[src/rtl/pb_led_pkg.sv]
`default_nettype none
// ==== pb_led_pkg : shared mode encoding and default timing constants (rev 1.0) ====
package pb_led_pkg;

  localparam int MODE_W = 2;

  typedef enum logic [MODE_W-1:0] {
    MODE_MIRROR = 2'd0,
    MODE_COUNT  = 2'd1,
    MODE_WALK   = 2'd2,
    MODE_BLINK  = 2'd3
  } mode_t;

  localparam int DEF_DEBOUNCE_CYCLES = 500000;
  localparam int DEF_TICK_CYCLES     = 25000000;

endpackage
`default_nettype wire

[src/rtl/pb_debounce.sv]
`default_nettype none
// ==== pb_debounce : one button channel - 2-FF sync, stability counter, debounced level, rise pulse ====
// ==== Build option PB_ACTIVE_LOW_EN inverts the raw pin ahead of the synchroniser. (rev 1.0) ====
module pb_debounce
  import pb_led_pkg::*;
#(
  parameter int DEBOUNCE_CYCLES = DEF_DEBOUNCE_CYCLES
) (
  input  logic clk,
  input  logic rst,
  input  logic pb_in,
  output logic debounced,
  output logic pressed
);

  localparam int              CNT_W    = $clog2(DEBOUNCE_CYCLES + 1);
  localparam logic [CNT_W-1:0] CNT_LAST = CNT_W'(DEBOUNCE_CYCLES - 1);

  logic             pb_pol;
  logic             sync1;
  logic             sync2;
  logic             db_prev;
  logic [CNT_W-1:0] cnt;

`ifdef PB_ACTIVE_LOW_EN
  assign pb_pol = ~pb_in;
`else
  assign pb_pol = pb_in;
`endif

  always_ff @(posedge clk) begin
    if (rst) begin
      sync1     <= 1'b0;
      sync2     <= 1'b0;
      debounced <= 1'b0;
      db_prev   <= 1'b0;
      pressed   <= 1'b0;
      cnt       <= '0;
    end else begin
      sync1   <= pb_pol;
      sync2   <= sync1;
      db_prev <= debounced;
      // Pulse lands the cycle after the debounced level rises.
      pressed <= debounced & ~db_prev;
      if (sync2 == debounced) begin
        cnt <= '0;
      end else if (cnt == CNT_LAST) begin
        debounced <= sync2;
        cnt       <= '0;
      end else begin
        cnt <= cnt + 1'b1;
      end
    end
  end

endmodule
`default_nettype wire

[src/rtl/pb_led_tester.sv]
`default_nettype none
// ==== pb_led_tester : debounced push buttons driving a four-mode LED pattern machine ====
// ==== Build option PB_ACTIVE_LOW_EN selects pulled-up (active-low) buttons. (rev 1.0) ====
module pb_led_tester
  import pb_led_pkg::*;
#(
  parameter int NUM_PB          = 2,
  parameter int NUM_LED         = 3,
  parameter int DEBOUNCE_CYCLES = DEF_DEBOUNCE_CYCLES,
  parameter int TICK_CYCLES     = DEF_TICK_CYCLES
) (
  input  logic               clk,
  input  logic               rst,
  input  logic [NUM_PB-1:0]  pb_in,
  output logic [NUM_LED-1:0] led_out,
  output logic [MODE_W-1:0]  mode,
  output logic [NUM_PB-1:0]  pb_pressed
);

  localparam int                 TICK_W    = $clog2(TICK_CYCLES);
  localparam logic [TICK_W-1:0]  TICK_LAST = TICK_W'(TICK_CYCLES - 1);
  localparam logic [NUM_LED-1:0] WALK_INIT = NUM_LED'(1);

  logic [NUM_PB-1:0]  debounced;
  logic [TICK_W-1:0]  tick_cnt;
  logic               tick;
  logic               adv;
  logic               step;
  mode_t              state;
  mode_t              state_nxt;
  logic [NUM_LED-1:0] pattern;
  logic [NUM_LED-1:0] pattern_nxt;
  logic [NUM_LED-1:0] led_nxt;
  logic [NUM_LED-1:0] mirror;
  logic               walk_rev;
  logic               walk_rev_nxt;
  logic               blink_hold;
  logic               blink_hold_nxt;

  for (genvar i = 0; i < NUM_PB; i++) begin : g_pb
    pb_debounce #(
      .DEBOUNCE_CYCLES(DEBOUNCE_CYCLES)
    ) u_pb_debounce (
      .clk       (clk),
      .rst       (rst),
      .pb_in     (pb_in[i]),
      .debounced (debounced[i]),
      .pressed   (pb_pressed[i])
    );
  end

  assign tick = (tick_cnt == TICK_LAST);
  assign adv  = pb_pressed[0];
  // Mode advance takes priority; a coincident step press is dropped.
  assign step = pb_pressed[1] & ~adv;
  assign mode = state;

  always_ff @(posedge clk) begin
    if (rst) begin
      tick_cnt <= '0;
    end else begin
      tick_cnt <= tick ? '0 : tick_cnt + 1'b1;
    end
  end

  always_comb begin
    mirror = '0;
    for (int i = 0; i < NUM_LED; i++) begin
      if (i < NUM_PB) begin
        mirror[i] = debounced[i];
      end
    end
  end

  always_comb begin
    state_nxt      = state;
    pattern_nxt    = pattern;
    walk_rev_nxt   = walk_rev;
    blink_hold_nxt = blink_hold;
    if (adv) begin
      walk_rev_nxt   = 1'b0;
      blink_hold_nxt = 1'b0;
      case (state)
        MODE_MIRROR: begin
          state_nxt   = MODE_COUNT;
          pattern_nxt = '0;
        end
        MODE_COUNT: begin
          state_nxt   = MODE_WALK;
          pattern_nxt = WALK_INIT;
        end
        MODE_WALK: begin
          state_nxt   = MODE_BLINK;
          pattern_nxt = '0;
        end
        default: begin
          state_nxt   = MODE_MIRROR;
          pattern_nxt = '0;
        end
      endcase
    end else begin
      case (state)
        MODE_COUNT: begin
          if (step) pattern_nxt = pattern + 1'b1;
        end
        MODE_WALK: begin
          if (step) walk_rev_nxt = ~walk_rev;
          if (tick) begin
            pattern_nxt = walk_rev_nxt ? {pattern[0], pattern[NUM_LED-1:1]}
                                       : {pattern[NUM_LED-2:0], pattern[NUM_LED-1]};
          end
        end
        MODE_BLINK: begin
          if (step) blink_hold_nxt = ~blink_hold;
          if (tick && !blink_hold_nxt) pattern_nxt = ~pattern;
        end
        default: ;
      endcase
    end
    led_nxt = (state_nxt == MODE_MIRROR) ? mirror : pattern_nxt;
  end

  always_ff @(posedge clk) begin
    if (rst) begin
      state      <= MODE_MIRROR;
      pattern    <= '0;
      walk_rev   <= 1'b0;
      blink_hold <= 1'b0;
      led_out    <= '0;
    end else begin
      state      <= state_nxt;
      pattern    <= pattern_nxt;
      walk_rev   <= walk_rev_nxt;
      blink_hold <= blink_hold_nxt;
      led_out    <= led_nxt;
    end
  end

endmodule
`default_nettype wire

[config.mk]
export PLATFORM = sky130hd
export DESIGN_NAME = pb_led_tester
export DESIGN_NICKNAME = d
export VERILOG_FILES = /design/src/rtl/pb_led_pkg.sv /design/src/rtl/pb_debounce.sv /design/src/rtl/pb_led_tester.sv
export SDC_FILE = /design/constraint.sdc
export NUM_CORES = 1
export LEC_CHECK = 0
export BUFFER_PORTS_ARGS = -buffer_cell sky130_fd_sc_hd__clkbuf_2
export CORE_ASPECT_RATIO = 0.9
export CORE_MARGIN = 4
export CORE_UTILIZATION = 40
export CTS_BUF_LIST = sky130_fd_sc_hd__clkbuf_8
export CTS_CLUSTER_SIZE = 8
export DETAILED_ROUTE_END_ITERATION = 12
export PLACE_DENSITY_LB_ADDON = 0.1
export SLEW_MARGIN = 10
export SYNTH_ARGS = -nofsm -noshare
export SYNTH_HDL_FRONTEND = slang
export SYNTH_HIERARCHICAL = 1
export SYNTH_SLANG_ARGS = --single-unit
[constraint.sdc]
create_clock -name clk -period 1.77 [get_ports clk]
set_input_delay 0.531 -clock clk [delete_from_list [all_inputs] [get_ports clk]]
set_output_delay 0.531 -clock clk [all_outputs]
set_load 0.03 [all_outputs]
==> results of run 1 <==
[placed cells by master (no fill, tap or decap), types with 3 or more instances in the layout]
cell type	Yosys	routed
a21oi_1	13	13
clkbuf_2	0	10
dfxtp_1	83	72
nor2_1	74	74
buf_12	0	4
nor4_1	11	10
a31oi_1	4	3
xnor2_1	34	34
buf_4	2	55
nand2_1	27	27
nor2b_1	6	5
nand2b_1	9	8
nand4_1	21	21
dfxtp_2	0	7
clkbuf_8	0	10
o31ai_1	3	3
inv_1	20	22
and3_1	3	3
or2_4	3	3
dfxtp_4	0	4
and2_1	4	3
xor2_1	24	24
and4_1	4	3
ha_1	8	5
mux2i_1	9	9
clkbuf_16	0	3
nor3_1	15	15
and3_2	3	3
nand3_1	19	19
[power by group]
part / internal [mW] / leakage, nW / switching (mW)
registers: 1.87 / 0.677 / 0.00636
logic: 0.0495 / 0.992 / 0.0450
clock network: 0.678 / 0.101 / 0.662
total: 2.60 / 1.77 / 0.713
[worst max-delay path, stage by stage, from the launching register on]
cell	delay [ps]
dfxtp_1	340
ha_2	180
and2_4	160
nand4_4	130
or2_4	310
and3_4	180
o41a_1	350
[sequential cells by signal, summed over array words and instances (netlist names)]
register / cells
g_pb.u_pb_debounce/cnt: 38
mode: 2
g_pb.u_pb_debounce/pressed: 2
g_pb.u_pb_debounce/db_prev: 2
blink_hold: 1
tick_cnt: 25
g_pb.u_pb_debounce/sync1: 2
g_pb.u_pb_debounce/sync2: 2
g_pb.u_pb_debounce/debounced: 2
walk_rev: 1
led_out: 3
pattern: 3
[layout make-up]
cell class / instances / area [µm²]
Fill cell: 909 / 4700
Tap cell: 126 / 158
Multi-Input combinational cell: 334 / 2300
Sequential cell: 83 / 1690
Timing Repair Buffer: 73 / 629
Inverter: 20 / 75.1
Clock buffer: 10 / 138
Clock inverter: 6 / 57.6
[layer usage]
layer  up-vias  wire length (µm)
met3         6               274
met4         0                83
met2        29              3810
met1      1494              4160
li1       1703                 -
met5         -                 0
[kinds of logic after synthesis]
group | count (synthesis) | synth area share
fa+ha+maj | 8 | 0.0249
flops | 83 | 0.413
simple gates | 219 | 0.297
xor+xnor | 58 | 0.126
mux | 11 | 0.0280
buf+inv | 35 | 0.0401
compound gates | 38 | 0.0709
[path summary, 6_finish.rpt]
| path | start | to | slack [ps] |
|---|---|---|---|
| max | tick_cnt[0] | led_out[1] | 10 |
| min | g_pb[0].u_pb_debounce/db_prev | g_pb[0].u_pb_debounce/pressed | 380 |
| max reg2reg | tick_cnt[0] | led_out[1] | 10 |
| min reg2reg | g_pb[0].u_pb_debounce/db_prev | g_pb[0].u_pb_debounce/pressed | 380 |
[timing repair]
action                     4_1_cts  5_1_grt
resized for setup                5       13
buffers inserted                 2        2
pin swaps                        4        3
setup endpoints to repair        3       32
gates cloned                     0        4
[stage by stage]
step | total power [mW] | util | std cells | instance area [µm²] | setup TNS [ps]
2_1_floorplan | 1.97 | - | 452 | 4090 | -15.3
3_3_place_gp | 2.00 | 0.479 | 628 | 4660 | -10.7
3_5_place_dp | 2.00 | 0.479 | 628 | 4660 | -59.1
4_1_cts | 3.38 | 0.502 | 646 | 4890 | 0
5_1_grt | 3.48 | 0.518 | 652 | 5040 | -187
6_report | 3.31 | 0.518 | 652 | 5040 | 0
==> results.md, run 1 <==
- Status: complete, no violations
- Num CTS Buffers: 9
- Syn_area_per_cell: 8.90 µm²
- DRC errors left: 0
- Die Y: 103 µm
- Synth top area cells: dfxtp_1 41%, xnor2_1 7.4%, nor2_1 6.9%, xor2_1 5.2%, nand4_1 3.3%
- Met1 global-route usage: 0.198
- Post-synth EDFFs: 0
- Vias per inst: 4.96
- Crit path kind: register to register
- Met2 usage: 0.234
- GPL Wtd Cong: 0.873
- # IOs: 11
- CTS tree: built
- Final worst clock skew: between 10 and 15 ps
- Peak VDD IR: 0.438 mV
- Row cnt: 34
- CP Data Arrival Time: about 2000 ps
- Ant diodes: 0
- Syn Std Cell Area: 4020 µm²
- RSZ-0062 raised after global routing: yes
- CTS sink cnt: 83
- Crit. End Element: register
- Finish-stage setup viols: 0
- Layout Nets: around 530
- Max-cap violations: 0
- Max clock buf depth: 2
- Hold Slack: between 300 and 400 ps
- CTS root buffer: clkbuf_8
- Core area: 9740 µm²
- Power Density: around 660 nW/µm²
- CP Data Required Time: 2010 ps
- Slew @ Worst Pin: 351 ps
- GRT met3 Usage: 0.0493
- Worst r2r path cells: 6
- GR Util All Layers: 0.149
- Leak pwr: 1.77 nW
- Synth Flop Type: dfxtp_1
- First-pass iteration count of the detailed router: 4
- Syn nets: 464
- Fin crit share: 0.993
- Place WS: -35.8 ps
- Syn-to-layout area delta: 25.4%
- Reg clk slew, reported paths: 80 ps
- Largest net degree at the start of global routing: 26
- Final hold viol count: 0
- Vias in the first global route: 3010
- Min-Delay Path Class: register to register
- Post-synthesis sequential area ratio: 0.413
- CP max FO: 6
- Initial Util: 0.413
- Post-detail-place hpwl: around 5.8 mm
- Synth Register Bits: 83
- Vias after detailed routing: 3232
- GRT busiest layer: met2
- Gr ovfl total: 0
- Worst-skew pair later-pin latency: between 300 and 400 ps
- Layout cells sized above 1: 0.251
- Iter 0 DRT Violations: 95
- Final Max Tran Viols: 0
- Drt total wl: 8.34 mm
- Crit path launch type: register
- Distinct cells, synth: 56
- Final ANT Viol Nets: 0
- H-tree depth: 3
- Relative slew slack: 0.764
- Top cells by count, synth: 83 x dfxtp_1, 74 x nor2_1, 34 x xnor2_1
- Top-count cell post-synth: dfxtp_1
- Yosys top cell area share: 0.413
- DR WL/cell: about 13 µm
- Setup ws final: 12.0 ps
- Yosys Warn Count: 6
- Hold path depth: 1
- Fmax: 569 MHz
- Die Footprint: 11700 µm²
- First-pass GRT wire length: ~14 mm
- Post-CTS Hold Buffers: 0
- Period minus WS final: around 1800 ps
- Asr flop ratio synth: 0
- Die width: between 100 and 150 µm
- Initial antenna violation count: 0
- Instance count of the mapped netlist: roughly 450
- Cell taking the most area after synthesis: dfxtp_1
- Port Buffer Count: 10
(Power assumes the default switching activity.)
==> run 2, diff against run 1 <==
--- a/config.mk
+++ b/config.mk
@@ -5,6 +5,7 @@
 export SDC_FILE = /design/constraint.sdc
 export NUM_CORES = 1
 export LEC_CHECK = 0
+export ABC_AREA = 1
 export BUFFER_PORTS_ARGS = -buffer_cell sky130_fd_sc_hd__clkbuf_2
 export CORE_ASPECT_RATIO = 0.9
 export CORE_MARGIN = 4
==> run 2 against run 1 <==
Effect of this change:
- die area rose by 8.5%
- synthesized cell count rose by 40%
- clock skew is 1.7 ps lower
- non-clock buffer count fell by 52
- clock-buffer cell count grew 1
- sequential share of layout area is 0.26 points higher
- combinational power fell by 32%
- worst hold slack got worse by 31 ps
- first-iteration DRC count rose to 2.6 times the previous value
- synthesized area is 9.2% higher
- maximum frequency increased by 2.1%
- largest power group unchanged
==> results.md, run 2 <==
- CP max stage cell: dfxtp_2 (was o41a_1)
- Area share of fa/ha/maj cells after synthesis: 0.0228 (was 0.0249)
- Drt total wl: 8.73 mm (was 8.34 mm)
- DR WL/cell: 10.9 µm (was 12.8 µm)
- Gr ovfl total: 0 (unchanged)
- CTS tree: built (unchanged)
- Fillers: 1097 (was 909)
- CP Data Required Time: 2030 ps (was 2010 ps)
- Max-cap violations: 0 (unchanged)
- Commonest cells after routing, fill and taps aside: 130 x nor2_1, 129 x nand2_1, 86 x inv_1 (was 74 x nor2_1, 72 x dfxtp_1, 55 x buf_4)
- Final worst clock skew: 9.28 ps (was 10.9 ps)
- Row cnt: 36 (was 34)
- GPL Wtd Cong: 0.878 (was 0.873)
- Iter 0 DRT Violations: 249 (was 95)
- Post-synth EDFFs: 0 (unchanged)
- Worst-skew pair later-pin latency: 360 ps (was 350 ps)
- Syn nets: 645 (was 464)
- Layout cells sized above 1: 0.146 (was 0.251)
- TNS Setup: 0 ps (unchanged)
- Power Total: 3.54 mW (was 3.31 mW)
- Synth Register Bits: 83 (unchanged)
- Final core occ: 0.459 (was 0.518)
- CTS sink cnt: 83 (unchanged)
- H-tree depth: 3 (unchanged)
- Yosys Warn Count: 6 (unchanged)
- Asr flop ratio synth: 0 (unchanged)
- Final cell area excluding filler cells: 4940 µm² (was 5040 µm²)
- Largest family of logic cells by synthesized area: simple AND/OR/NAND/NOR gates (unchanged)
- Syn-to-layout area delta: 12.5% (was 25.4%)
- Leak pwr: 1.97 nW (was 1.77 nW)
- DRC errors left: 0 (unchanged)
- Die width: 118 µm (was 114 µm)
- Simple-gate portion of the synthesized area: 0.394 (was 0.297)
- Vias in the first global route: 3503 (was 3010)
- Vias after detailed routing: 3694 (was 3232)
- Multi-input gate area: 2390 µm² (was 2300 µm²)
- Top cells by count, synth: 131 x nand2_1, 130 x nor2_1, 86 x inv_1 (was 83 x dfxtp_1, 74 x nor2_1, 34 x xnor2_1)
- Sequential cell area: 1660 µm² (was 1690 µm²)
- Largest Register: g_pb.u_pb_debounce/cnt (unchanged)
- RSZ-0062 raised after global routing: yes (unchanged)
- Final Max Tran Viols: 0 (unchanged)
- First-pass iteration count of the detailed router: 4 (unchanged)
- Vias per inst: 4.63 (was 4.96)
- Largest net degree at the start of global routing: 15 (was 26)
- Fmax: 581 MHz (was 569 MHz)
- Distinct cells, synth: 33 (was 56)
- CP max FO: 5 (was 6)
- Die Y: 107 µm (was 103 µm)
- Synth Area in Compound Gates: 0.0493 (was 0.0709)
- Final ANT Viol Nets: 0 (unchanged)
- Max FFs per register: 38 (unchanged)
- Multiplexer share of the synthesized area: 0 (was 0.0280)
- Post-CTS Hold Buffers: 0 (unchanged)
- Syn_area_per_cell: 6.94 µm² (was 8.90 µm²)
- Most used cell, CP: nand2_4
- Cells after DPL: 779 (was 628)
- Post-detail-place hpwl: 6.61 mm (was 5.85 mm)
- Ant diodes: 0 (unchanged)
- Status: complete, no violations (unchanged)
- Slew @ Worst Pin: 354 ps (was 351 ps)
- Post-synthesis sequential area ratio: 0.378 (was 0.413)
- Relative slew slack: 0.762 (was 0.764)
- CP cell instances: ha_4 > nand2_4 > nor2_4 > nand4_4 > nor2_4 > nand2_4 > nor2_8 > nand2_4 > nor3_1 > nor3b_2 (was ha_2 > and2_4 > nand4_4 > or2_4 > and3_4 > o41a_1)
- Initial Util: 0.408 (was 0.413)
- Initial antenna violation count: 0 (unchanged)
- Power Density: 716 nW/µm² (was 657 nW/µm²)
- CP Data Arrival Time: 1980 ps (was 2000 ps)
- Max clock buf depth: 2 (unchanged)
- Die Footprint: 12700 µm² (was 11700 µm²)
- # IOs: 11 (unchanged)
- Port Buffer Count: 10 (unchanged)
- GR Util All Layers: 0.149 (about the same)
- Synth Flop Type: dfxtp_1 (unchanged)
- Crit path max-delay family: simple AND/OR/NAND/NOR gates (unchanged)
- Period minus WS final: 1720 ps (was 1760 ps)
- Synth top area cells: dfxtp_1 38%, nand2_1 11%, nor2_1 11%, inv_1 7.4%, xor2_1 4.4% (was dfxtp_1 41%, xnor2_1 7.4%, nor2_1 6.9%, xor2_1 5.2%, nand4_1 3.3%)
- Yosys top cell area share: 0.378 (was 0.413)
- Non-Filler Instances: 798 (was 652)
- Peak VDD IR: 0.416 mV (was 0.438 mV)
- Cell taking the most area after synthesis: dfxtp_1 (unchanged)
- Core area: 10800 µm² (was 9740 µm²)
- XOR/XNOR share of the synthesized area: 0.0661 (was 0.126)
- CTS root buffer: clkbuf_8 (unchanged)
- Min-Delay Path Class: primary input to register (was register to register)
- Instance count of the mapped netlist: 633 (was 452)
- Reg clk slew, reported paths: 90 ps (was 80 ps)
- Top-count cell post-synth: nand2_1 (was dfxtp_1)
- Fin crit share: 0.972 (was 0.993)
- Syn Std Cell Area: 4390 µm² (was 4020 µm²)
- Final hold viol count: 0 (unchanged)
- First-pass GRT wire length: 15.6 mm (was 14.1 mm)
- Commonest non-fill, non-tap cell in the layout: nor2_1 (unchanged)
- Worst path bufs/invs: 0 (unchanged)
- Crit. End Element: register (unchanged)
- Num CTS Buffers: 9 (unchanged)
- Post-place instance area: 4620 µm² (was 4660 µm²)
- Largest registers: g_pb.u_pb_debounce/cnt: 38 flops, tick_cnt: 25 flops (unchanged)
- Crit path launch type: register (unchanged)
- Crit path kind: register to register (unchanged)
- Worst stage delay on the critical path: 370 ps (was 350 ps)
- Finish-stage setup viols: 0 (unchanged)
- Layout Nets: 672 (was 533)
run 2: what timing repair did:
action	4_1_cts	5_1_grt
endpoints found under the setup margin	0	27
setup buffers	0	3
gates resized for setup	0	14
run 2: metal layers:
metal,track usage,vias to the layer above,share of wire
met3,0.0363,4,0.039
met4,0.0521,0,0.0074
met2,0.237,53,0.44
li1,-,2006,-
met5,0,-,0
met1,0.199,1631,0.51
run 2: cells by family (layout without fill, tap and decap cells):
group           count (synthesis)  count (layout)
compound gates                 41              41
xor+xnor                       31              31
fa+ha+maj                       8               8
buf+inv                        98             130
flops                          83              83
simple gates                  372             372
run 2: path summary, 6_finish.rpt:
| path | slack [ps] | endpoint | cells past startpoint | start |
|---|---|---|---|---|
| max | 50 | tick_cnt[18] | 10 | tick_cnt[0] |
| min | 350 | g_pb[1].u_pb_debounce/sync1 | 3 | pb_in[1] |
| max reg2reg | 50 | tick_cnt[18] | 10 | tick_cnt[0] |
| min reg2reg | 390 | g_pb[1].u_pb_debounce/pressed | 1 | g_pb[1].u_pb_debounce/db_prev |
run 2: final cells by class:
cell class                      count  share of cell area
Inverter                           93              0.0707
Clock inverter                      5              0.0172
Sequential cell                    83               0.337
Multi-Input combinational cell    452               0.484
Clock buffer                       11              0.0306
Tap cell                          133              0.0337
Timing Repair Buffer               21              0.0268
run 2: through the flow:
step                      setup slack (ps)  hold slack, ps
after floorplan                       87.9             374
after global placement                67.2             381
after detailed placement              41.5             384
after CTS                             21.8             325
after global routing                 -62.1             323
final                                 49.0             353
run 2: tightest hold or removal path, delay by kind of cell:
family / cells / cell delay [ps]
buf+inv: 2 / 120
simple gates: 1 / 30
run 2: report_power, final:
group | total (mW) | switching, mW | internal, mW
clock | 1.59 | 0.711 | 0.877
combinational | 0.0640 | 0.0401 | 0.0239
sequential | 1.89 | 0.00882 | 1.88
total | 3.54 | 0.760 | 2.78
==> run 3, diff against run 2 <==
--- a/config.mk
+++ b/config.mk
@@ -13,6 +13,7 @@
 export CTS_BUF_LIST = sky130_fd_sc_hd__clkbuf_8
 export CTS_CLUSTER_SIZE = 8
 export DETAILED_ROUTE_END_ITERATION = 12
+export GPL_TIMING_DRIVEN = 0
 export PLACE_DENSITY_LB_ADDON = 0.1
 export SLEW_MARGIN = 10
 export SYNTH_ARGS = -nofsm -noshare
==> run 3 against run 2 <==
Effect of this change:
- register-to-register slack gained 30 ps
- cell count grew 0.25%
- clock-buffer cell count shrank 2
- global-route usage shrank 0.35 points
- via count shrank 1.5%
- critical path type unchanged
- setup slack gained 34 ps
- clock power is essentially flat
- combinational power grew 4.4%
- first-iteration DRC count grew 4.4%
- sequential cell count is the same
- critical endpoint is now led_out[1]
==> results.md, run 3 (synthesis results as in run 2) <==
- Peak VDD IR: 0.399 mV (was 0.416 mV)
- Beginning of the worst register-to-register path: tick_cnt[1] (was tick_cnt[0])
- Final core occ: 0.462 (was 0.459)
- Max FFs per register: 38 (unchanged)
- Ant diodes: 0 (unchanged)
- Reg clk slew, reported paths: 80 ps (was 90 ps)
- Status: complete, no violations (unchanged)
- Slew @ Worst Pin: 351 ps (was 354 ps)
- Reg2Reg Setup Slack: 80 ps (was 50 ps)
- Port Buffer Count: 10 (unchanged)
- Relative slew slack: 0.764 (was 0.762)
- Hold Path Origin: pb_in[1] (unchanged)
- Vias per inst: 4.55 (was 4.63)
- Gr ovfl total: 0 (unchanged)
- GRT met3 Usage: 0.0352 (was 0.0363)
- GPL Wtd Cong: 0.901 (was 0.878)
- Worst-skew pair later-pin latency: 360 ps (about the same)
- Min-Delay Path Class: primary input to register (unchanged)
- Syn-to-layout area delta: 13.2% (was 12.5%)
- Die width: 118 µm (unchanged)
- Final ANT Viol Nets: 0 (unchanged)
- Final worst clock skew: 7.82 ps (was 9.28 ps)
- Final Max Tran Viols: 0 (unchanged)
- Max-cap violations: 0 (unchanged)
- Largest Register: g_pb.u_pb_debounce/cnt (unchanged)
- Met1 global-route usage: 0.186 (was 0.199)
- Worst r2r path cells: 12 (was 10)
- CTS tree: built (unchanged)
- Iter 0 DRT Violations: 260 (was 249)
- # IOs: 11 (unchanged)
- CP max FO: 6 (was 5)
- RSZ-0062 raised after global routing: yes (unchanged)
- Post-detail-place hpwl: 6.35 mm (was 6.61 mm)
- Cells after DPL: 776 (was 779)
- DR WL/cell: 10.7 µm (was 10.9 µm)
- CP Data Arrival Time: 1930 ps (was 1980 ps)
- First-pass iteration count of the detailed router: 4 (unchanged)
- Largest net degree at the start of global routing: 18 (was 15)
- WHS Endpoint: g_pb[1].u_pb_debounce/sync1 (unchanged)
- Initial antenna violation count: 0 (unchanged)
- GR Util All Layers: 0.146 (was 0.149)
- Final hold viol count: 0 (unchanged)
- Worst r2r dst: led_out[1] (was tick_cnt[18])
- Commonest cells after routing, fill and taps aside: 130 x nand2_1, 130 x nor2_1, 89 x inv_1 (was 130 x nor2_1, 129 x nand2_1, 86 x inv_1)
- Hold Slack: 353 ps (about the same)
- Largest registers: g_pb.u_pb_debounce/cnt: 38 flops, tick_cnt: 25 flops (unchanged)
- Drt total wl: 8.57 mm (was 8.73 mm)
- Fin crit share: 0.953 (was 0.972)
- Leak pwr: 1.99 nW (was 1.97 nW)
- Num CTS Buffers: 9 (unchanged)
- Non-Filler Instances: 800 (was 798)
- Initial Util: 0.408 (unchanged)
- H-tree depth: 3 (unchanged)
- Hold path depth: 3 (unchanged)
- Max clock buf depth: 2 (unchanged)
- Met2 usage: 0.240 (was 0.237)
- Fillers: 1116 (was 1097)
- Row cnt: 36 (unchanged)
- Crit path kind: register to register (unchanged)
- First-pass GRT wire length: 15.3 mm (was 15.6 mm)
- Vias in the first global route: 3488 (was 3503)
- Post-CTS Hold Buffers: 0 (unchanged)
- Period minus WS final: 1690 ps (was 1720 ps)
- Die Footprint: 12700 µm² (unchanged)
- Fmax: 593 MHz (was 581 MHz)
- GRT busiest layer: met2 (unchanged)
- Power Density: 714 nW/µm² (was 716 nW/µm²)
- CTS root buffer: clkbuf_8 (unchanged)
- CTS sink cnt: 83 (unchanged)
- Crit path launch type: register (unchanged)
- Vias after detailed routing: 3639 (was 3694)
- Layout Nets: 674 (was 672)
- DRC errors left: 0 (unchanged)
- Core area: 10800 µm² (unchanged)
- Crit. End Element: register (unchanged)
- Die Y: 107 µm (unchanged)
- Finish-stage setup viols: 0 (unchanged)
- CP Data Required Time: 2010 ps (was 2030 ps)
- Layout cells sized above 1: 0.142 (was 0.146)
run 3: cell type report:
| class | instances | area, µm² | share of cell area |
|---|---|---|---|
| plain buffers | 5 | 45.0 | 0.00906 |
| clock buffers | 9 | 124 | 0.0249 |
| clock inverters | 7 | 110 | 0.0221 |
| inverters | 93 | 349 | 0.0702 |
| multi-input cells | 452 | 2390 | 0.481 |
| flip-flops and latches | 83 | 1670 | 0.335 |
| well taps | 133 | 166 | 0.0335 |
| repair buffers | 18 | 123 | 0.0247 |
run 3: worst max-delay path by stage:
stage                                        from  slack (ps)  cells after the start             to
floorplan                                 mode[0]          90                      8     led_out[0]
global placement                      tick_cnt[0]         -60                      9   tick_cnt[17]
detailed placement                    tick_cnt[0]         -70                     12     led_out[1]
CTS                 g_pb[0].u_pb_debounce/pressed           4                      2  pb_pressed[0]
global route                          tick_cnt[1]         -50                     12     led_out[1]
finish                                tick_cnt[1]          80                     12     led_out[1]
run 3: power breakdown:
part / internal, mW / switching (mW) / leakage [nW]
sequential: 1.88 / 0.00838 / 0.671
clock: 0.925 / 0.674 / 0.127
combinational: 0.0257 / 0.0410 / 1.20
total: 2.83 / 0.724 / 1.99
run 3: what timing repair did:
item                                    in CTS  in global routing
endpoints found under the setup margin      26                 12
resized for setup                            8                  6
pin swaps                                    4                  9
endpoints found under the hold margin        0                  0
buffers inserted                             5                  3
run 3: per-layer routing:
layer / routed length (µm) / up-vias
met3: 178 / 9
met4: 121 / 0
met2: 3790 / 19
met1: 4480 / 1606
li1: - / 2005
met5: 0 / -
run 3: metrics by stage:
stage	setup TNS (ps)	power (mW)	cell area, µm²	setup slack [ps]
2_1_floorplan	0	1.97	4390	87.9
3_3_place_gp	-726	1.99	4610	-57.1
3_5_place_dp	-1100	1.99	4610	-70.0
4_1_cts	0	3.62	4930	3.86
5_1_grt	-118	3.72	4970	-53.4
6_report	0	3.55	4970	83.3
run 3: critical path, cell delays in order (launching register included):
cell	delay, ps
dfxtp_2	360
ha_4	150
nand2_4	60
nor2_4	130
nand2_1	110
nor2_4	170
nand2_4	120
nor2_4	110
nand2_1	60
nand3_1	70
nand3b_1	100
nand2_2	90
a21oi_2	60
